[config.mk]
export PLATFORM = sky130hd
export DESIGN_NAME = paralelo_serial_tx
export DESIGN_NICKNAME = d
export VERILOG_FILES = /design/src/rtl/pci_phy_pkg.sv /design/src/rtl/slot_counter.sv /design/src/rtl/paralelo_serial_tx.sv
export SDC_FILE = /design/constraint.sdc
export NUM_CORES = 1
export LEC_CHECK = 0
export ABC_AREA = 1
export ABC_CLOCK_PERIOD_IN_PS = 1950
export BUFFER_PORTS_ARGS = -buffer_cell sky130_fd_sc_hd__buf_2
export CORE_UTILIZATION = 45
export CTS_CLUSTER_DIAMETER = 200
export CTS_CLUSTER_SIZE = 20
export DETAILED_ROUTE_END_ITERATION = 12
export PLACE_DENSITY = 0.65
export SLEW_MARGIN = 20
export SYNTH_ARGS = -nofsm -noshare
export SYNTH_HDL_FRONTEND = slang
export SYNTH_SLANG_ARGS = --single-unit
[constraint.sdc]
create_clock -name clk_32f -period 1.95 [get_ports clk_32f]
set_input_delay 0.39 -clock clk_32f [delete_from_list [all_inputs] [get_ports clk_32f]]
set_output_delay 0.39 -clock clk_32f [all_outputs]
set_load 0.05 [all_outputs]
[src/rtl/pci_phy_pkg.sv]
// Shared PHY definitions: symbol width, control symbols and the transmitter FSM states.
package pci_phy_pkg;

    localparam int SYM_W = 8;

    localparam logic [SYM_W-1:0] SYM_COM = 8'hBC;
    localparam logic [SYM_W-1:0] SYM_IDL = 8'h7C;

    typedef enum logic {
        SYNC,
        ACTIVE
    } tx_state_t;

endpackage

[src/rtl/slot_counter.sv]
// Free-running bit counter marking the symbol slot boundary (bit_cnt == 7).
// Comes out of reset at 7 so the first edge after release starts a symbol.
module slot_counter (
    input  logic       clk,
    input  logic       rst_n,
    output logic [2:0] bit_cnt,
    output logic       boundary
);

    // Wraps 7 -> 0 every cycle; the edge seen while at 7 is a slot boundary
    always_ff @(posedge clk or negedge rst_n) begin
        if (!rst_n) bit_cnt <= 3'd7;
        else        bit_cnt <= bit_cnt + 3'd1;
    end

    assign boundary = (bit_cnt == 3'd7);

endmodule

[src/rtl/paralelo_serial_tx.sv]
// Parallel-to-serial transmitter: COM preamble after reset, then user bytes
// MSB-first, one symbol per 8 bit clocks, filler in empty slots.
// Build option: define PS_IDLE_COM_EN to use COM as the filler symbol
// instead of IDL. The preamble is COM either way.
module paralelo_serial_tx
    import pci_phy_pkg::*;
#(
    parameter int N_COM = 4
) (
    input  logic             clk_32f,
    input  logic             reset,
    input  logic [SYM_W-1:0] data_in,
    input  logic             valid_in,
    output logic             ready,
    output logic             data_out,
    output logic             sym_start,
    output logic             active
);

`ifdef PS_IDLE_COM_EN
    localparam logic [SYM_W-1:0] SYM_FILL = SYM_COM;
`else
    localparam logic [SYM_W-1:0] SYM_FILL = SYM_IDL;
`endif

    localparam logic [3:0] LAST_COM = 4'(N_COM - 1);

    logic [2:0]       bit_cnt;
    logic             boundary;
    tx_state_t        state;
    logic [3:0]       com_cnt;
    logic [SYM_W-1:0] hold_reg;
    logic             hold_full;
    logic [SYM_W-1:0] shift_reg;
    logic [SYM_W-1:0] next_sym;
    logic             take;

    slot_counter u_slot (
        .clk      (clk_32f),
        .rst_n    (reset),
        .bit_cnt  (bit_cnt),
        .boundary (boundary)
    );

    // ready comes only from registers; at a boundary the held byte leaves
    // the hold register on the same edge, so a new one can enter
    assign ready = active & (~hold_full | (bit_cnt == 3'd7));
    assign take  = valid_in & ready;

    // Symbol to load at the next boundary
    always_comb begin
        next_sym = SYM_COM;
        if (state == ACTIVE) next_sym = hold_full ? hold_reg : SYM_FILL;
    end

    // Shifter: load a fresh symbol at each boundary, otherwise shift MSB out
    always_ff @(posedge clk_32f or negedge reset) begin
        if (!reset) begin
            shift_reg <= '0;
            data_out  <= 1'b0;
            sym_start <= 1'b0;
        end else begin
            sym_start <= boundary;
            if (boundary) begin
                data_out  <= next_sym[SYM_W-1];
                shift_reg <= {next_sym[SYM_W-2:0], 1'b0};
            end else begin
                data_out  <= shift_reg[SYM_W-1];
                shift_reg <= {shift_reg[SYM_W-2:0], 1'b0};
            end
        end
    end

    // Preamble/active FSM plus the one-entry hold register
    always_ff @(posedge clk_32f or negedge reset) begin
        if (!reset) begin
            state     <= SYNC;
            com_cnt   <= '0;
            active    <= 1'b0;
            hold_full <= 1'b0;
            hold_reg  <= '0;
        end else begin
            case (state)
                SYNC: begin
                    if (boundary) begin
                        com_cnt <= com_cnt + 4'd1;
                        if (com_cnt == LAST_COM) begin
                            state  <= ACTIVE;
                            active <= 1'b1;
                        end
                    end
                end
                ACTIVE: begin
                    // At a boundary the hold drains into the shifter; a
                    // transfer on that same edge refills it
                    if (boundary)  hold_full <= take;
                    else if (take) hold_full <= 1'b1;
                    if (take) hold_reg <= data_in;
                end
                default: state <= SYNC;
            endcase
        end
    end

endmodule

---- Yosys cells after proc, flatten, opt, wreduce, memory -nomap -nowiden ----
Cells that the tools add are included.
word-level totals
  flip-flop bits (word level) ............. 28
  output and inout bits ................... 4
  logic and storage cells ................. 32
operators by class
  add/sub/neg operators ................... 2
  equality and inequality tests ........... 2
  mux-type cells .......................... 9
  bitwise logic cells ..................... 5
  reduce and logical (&&, ||, !) cells .... 5
operators by type and width
  kind                                                 count
  2-to-1 mux 8 bit                                     3
  2-to-1 mux 1 bit                                     6
  AND reduction 2 bit                                  3
  adder 4 x 1 -> 4 bit, second input constant          1
  equality test 4 x 2 -> 1 bit, second input constant  1
  adder 3 x 1 -> 3 bit, second input constant          1
  equality test 3 bit, second input constant           1
  AND reduction 3 bit                                  1
  bitwise AND 1 bit                                    2
  inverter 1 bit                                       2
  nonzero test 2 bit                                   1
  bitwise OR 1 bit                                     1

---- Logic depth before layout (Yosys ltp) ----
  word-level depth ........................ 6
  gate-level depth with buffers ........... 8
  mapped depth without buffers ............ 7

---- Modules after synthesis ----
From an unflattened synthesis, not the netlist that was laid out.
second synthesis, totals
  cells, all modules ...................... 101
  area total of the unflattened synthesis .. 1089.8 µm²
modules (own cells, without submodules)
  module              instances  cells each  area an instance (µm²)
  paralelo_serial_tx  1          95          982.2
  slot_counter        1          6           107.6

---- Worst setup path before layout ----
OpenSTA, ideal clock, no wires.
  kind .................................... flip-flop to output port
  from .................................... reg u_slot.bit_cnt[0]
  to ...................................... out ready
  data arrival time ....................... 1760 ps
  path slack .............................. -200 ps
  cell stages (with the launch flop) ...... 6
  path through ............................ dfstp_2 > ha_1 > ha_1 > buf_6 > inv_2 > a21oi_1
on the way
  cells in the longest elaborated chain, start to end .. 3
ends and longest elaborated chain
  item                    line                      RTL
  from (decl)             slot_counter.sv:6         output logic [2:0] bit_cnt,
  from (signal assigned)  slot_counter.sv:13        else bit_cnt <= bit_cnt + 3'd1;
  equality test 3 bit     n/a
  named net boundary      paralelo_serial_tx.sv:29  logic boundary;
  bitwise OR 1 bit        paralelo_serial_tx.sv:47  assign ready = active & (~hold_full | (bit_cnt == 3'd7));
  bitwise AND 1 bit       paralelo_serial_tx.sv:47
  to (decl)               paralelo_serial_tx.sv:14  output logic ready,
The timed path passes the listed nets, and every way through them passes these cells.

---- Worst setup path in the final report ----
Same ends and word-level chain as after synthesis.

==> results.toml <==
[synth]
synth_fp_nets = 126
synth_largest_area_cell = "dfrtp_1"
netlist_area_um2 = 1110
synth-async-reset-ratio = 1.00
synth_top_cell_area_share = 0.541
ys_warn_count = 0
postSynthAreaPerCell_um2 = 9.91
ys_top_cells_by_count = "29 x nand2_1, 24 x dfrtp_1, 16 x nor2_1"
synth_seq_area_share = 0.612
synthCells = 112
synth_cell_types = 18
synth.most_common_cell = "nand2_1"
synth_edf_count = 0
synth_seq_cells = 27
ys.flop_type = "dfrtp_1"
ys_top_cells_by_area = "dfrtp_1 54%, nand2_1 9.8%, dfstp_2 7.1%, nor2_1 5.4%, nand4_1 4.5%"

[worst_setup_path]
cp_data_required_time_ps = 1560
crit_top_cell = "ha_4"
start_kind = "register"
critPathSlowestCell = "dfstp_2"
critPathBufInv = 2
critPathMaxFanout = 5
worstSetupPathType = "register to primary output"
arrival_ps = 1510
path_delay_family = "flip-flops"
max_stage_delay_ps = 580
path_cells = "ha_4, ha_4, inv_4, a21oi_2, buf_6"
critPathCaptureType = "primary output"

[global_routing]
grt_pass1_vias = 832
gr-total-overflow = 0
grt_pass1_wl_um = 3520
grt.total_usage = 0.182
antenna_found_initial = 0
grt_max_degree = 28

[sta]
max-slew-margin-rel = 0.617
worst-slew-pin-transition_ps = 574
whs_ps = 38.5
setup_viol = 0
fin_worst_skew_ps = 6.54
setup_ws_ps = 51.2
finalHoldViolations = 0
rsz0062_at_grt = "yes"
finalSetupTns_ps = 0
slew_violations = 0
finalCritPeriodShare = 0.974
post-route-min-period_ps = 1900
fmax_mhz = 527

[cts]
root_buffer = "clkbuf_4"
clkLatencyLatePin_ps = 320
cts-htree-levels = 1
cts.clk_slew.worst_paths_ps = 140
cts_buffers = 3
hold_buffers = 0
cts_sinks = 27
clock_path_buffers = 2
cts_tree = "yes"

[drt]
drt_wl_total_um = 1940
drt-met1-wl_um = 933
vias = 799
met3_length_um = 51
firstDrtPassIters = 2
route.met2.wl_um = 944
ant_nets = 0
routedWlPerCell_um = 12.2
drt_iter0_markers = 3
drc_errors = 0
viasPerCell = 5.03
top_layer = "met4"

[floorplan]
io_pins = 15
rows = 17
dieHeight_um = 51.7
fp.dieW_um = 51.7
dieArea_um2 = 2670
coreArea_um2 = 2280
start_util = 0.488

[layout]
final_net_count = 146
finalNonFillerCells = 159
largest_reg_flops = 8
drive_above_1_share = 0.244
area.growth.synth_to_final_pct = 15.1
final_core_util = 0.561
diodes = 0
n_fill_cell = 211

[place]
gp_congestion = 0.788
preCtsSetupSlack_ps = 264
dpl.hpwl_um = 1400
placed_cells = 154
port_buffers = 14

[job]
drv_cap = 0

[worst_hold_path]
hold_path_class = "primary input to asynchronous set/reset pin"

[power_and_ir_drop]
p_leak_nw = 0.668
powerDensity_nw_per_um2 = 766
peakVddDrop_mv = 0.463

[run_status]
status = "finished clean"
[worst reg2reg max path: stages (launching register included)]
cell and delay (ps):
dfstp_2 580, ha_4 130, ha_4 140, buf_4 100, buf_4 150, nand2_1 100, inv_1 120, nand2_2 100
nor2_1 120, nor2_1 60
[where the power goes]
group          switching [W]  leakage, nW  internal [W]
combinational      0.0000727        0.328     0.0000391
clock               0.000158       0.0177     0.0000768
sequential         0.0000219        0.322      0.000610
total               0.000253        0.668      0.000726
[layout by cell type (no fill, tap or decap), drive strengths merged, types with 5 or more instances in the layout]
| cell | count |
|---|---|
| nand2 | 31 |
| dfrtp | 24 |
| buf | 17 |
| nor2 | 16 |
| inv | 10 |
| nand4 | 8 |
| o21ai | 7 |
| nand3 | 5 |
[repair_timing]
| action | CTS | global route |
|---|---|---|
| pin swaps | 3 | 2 |
| resized for setup | 7 | 0 |
| setup buffers | 1 | 0 |
| hold endpoints to repair | 0 | 0 |
| endpoints found under the setup margin | 1 | 1 |
[per-layer routing]
layer,GRT usage,vias up
met5,0,-
met4,0.0811,0
met3,0.0263,2
met2,0.301,10
met1,0.237,389
li1,-,398
[cell type report]
cell class	instances	area, um^2	share of cell area
clock buffer	3	22.5	0.0176
clock inverter	1	5.00	0.00392
inverter	10	42.5	0.0333
multi-input combinational	73	394	0.309
sequential	27	679	0.532
tap	28	35.0	0.0274
timing repair buffer	17	98.8	0.0774
[logic make-up after synthesis]
group,Yosys count,share of synthesized area
flops,27,0.612
xor+xnor,1,0.00789
fa+ha+maj,3,0.0338
buf+inv,12,0.0586
simple gates,60,0.247
compound gates,9,0.0406
[metrics by stage]
step / total power, W / area (um^2)
after floorplan: 0.000712 / 1110
after global placement: 0.000750 / 1210
after detailed placement: 0.000755 / 1210
after CTS: 0.000990 / 1280
after global routing: 0.00104 / 1280
final: 0.000978 / 1280
[path summary, 6_finish.rpt]
check	endpoint	from	slack, ps	cells after the start
hold reg to reg	shift_reg[7]	shift_reg[6]	480	2
max in group asynchronous	u_slot.bit_cnt[1]	reset	1520	1
setup reg to reg	shift_reg[6]	u_slot.bit_cnt[0]	270	9
hold / removal	active	reset	40	1
min in group clk_32f	hold_reg[3]	data_in[3]	310	3
setup / recovery	ready	u_slot.bit_cnt[0]	50	5
Power figures use the tool's default switching activity.
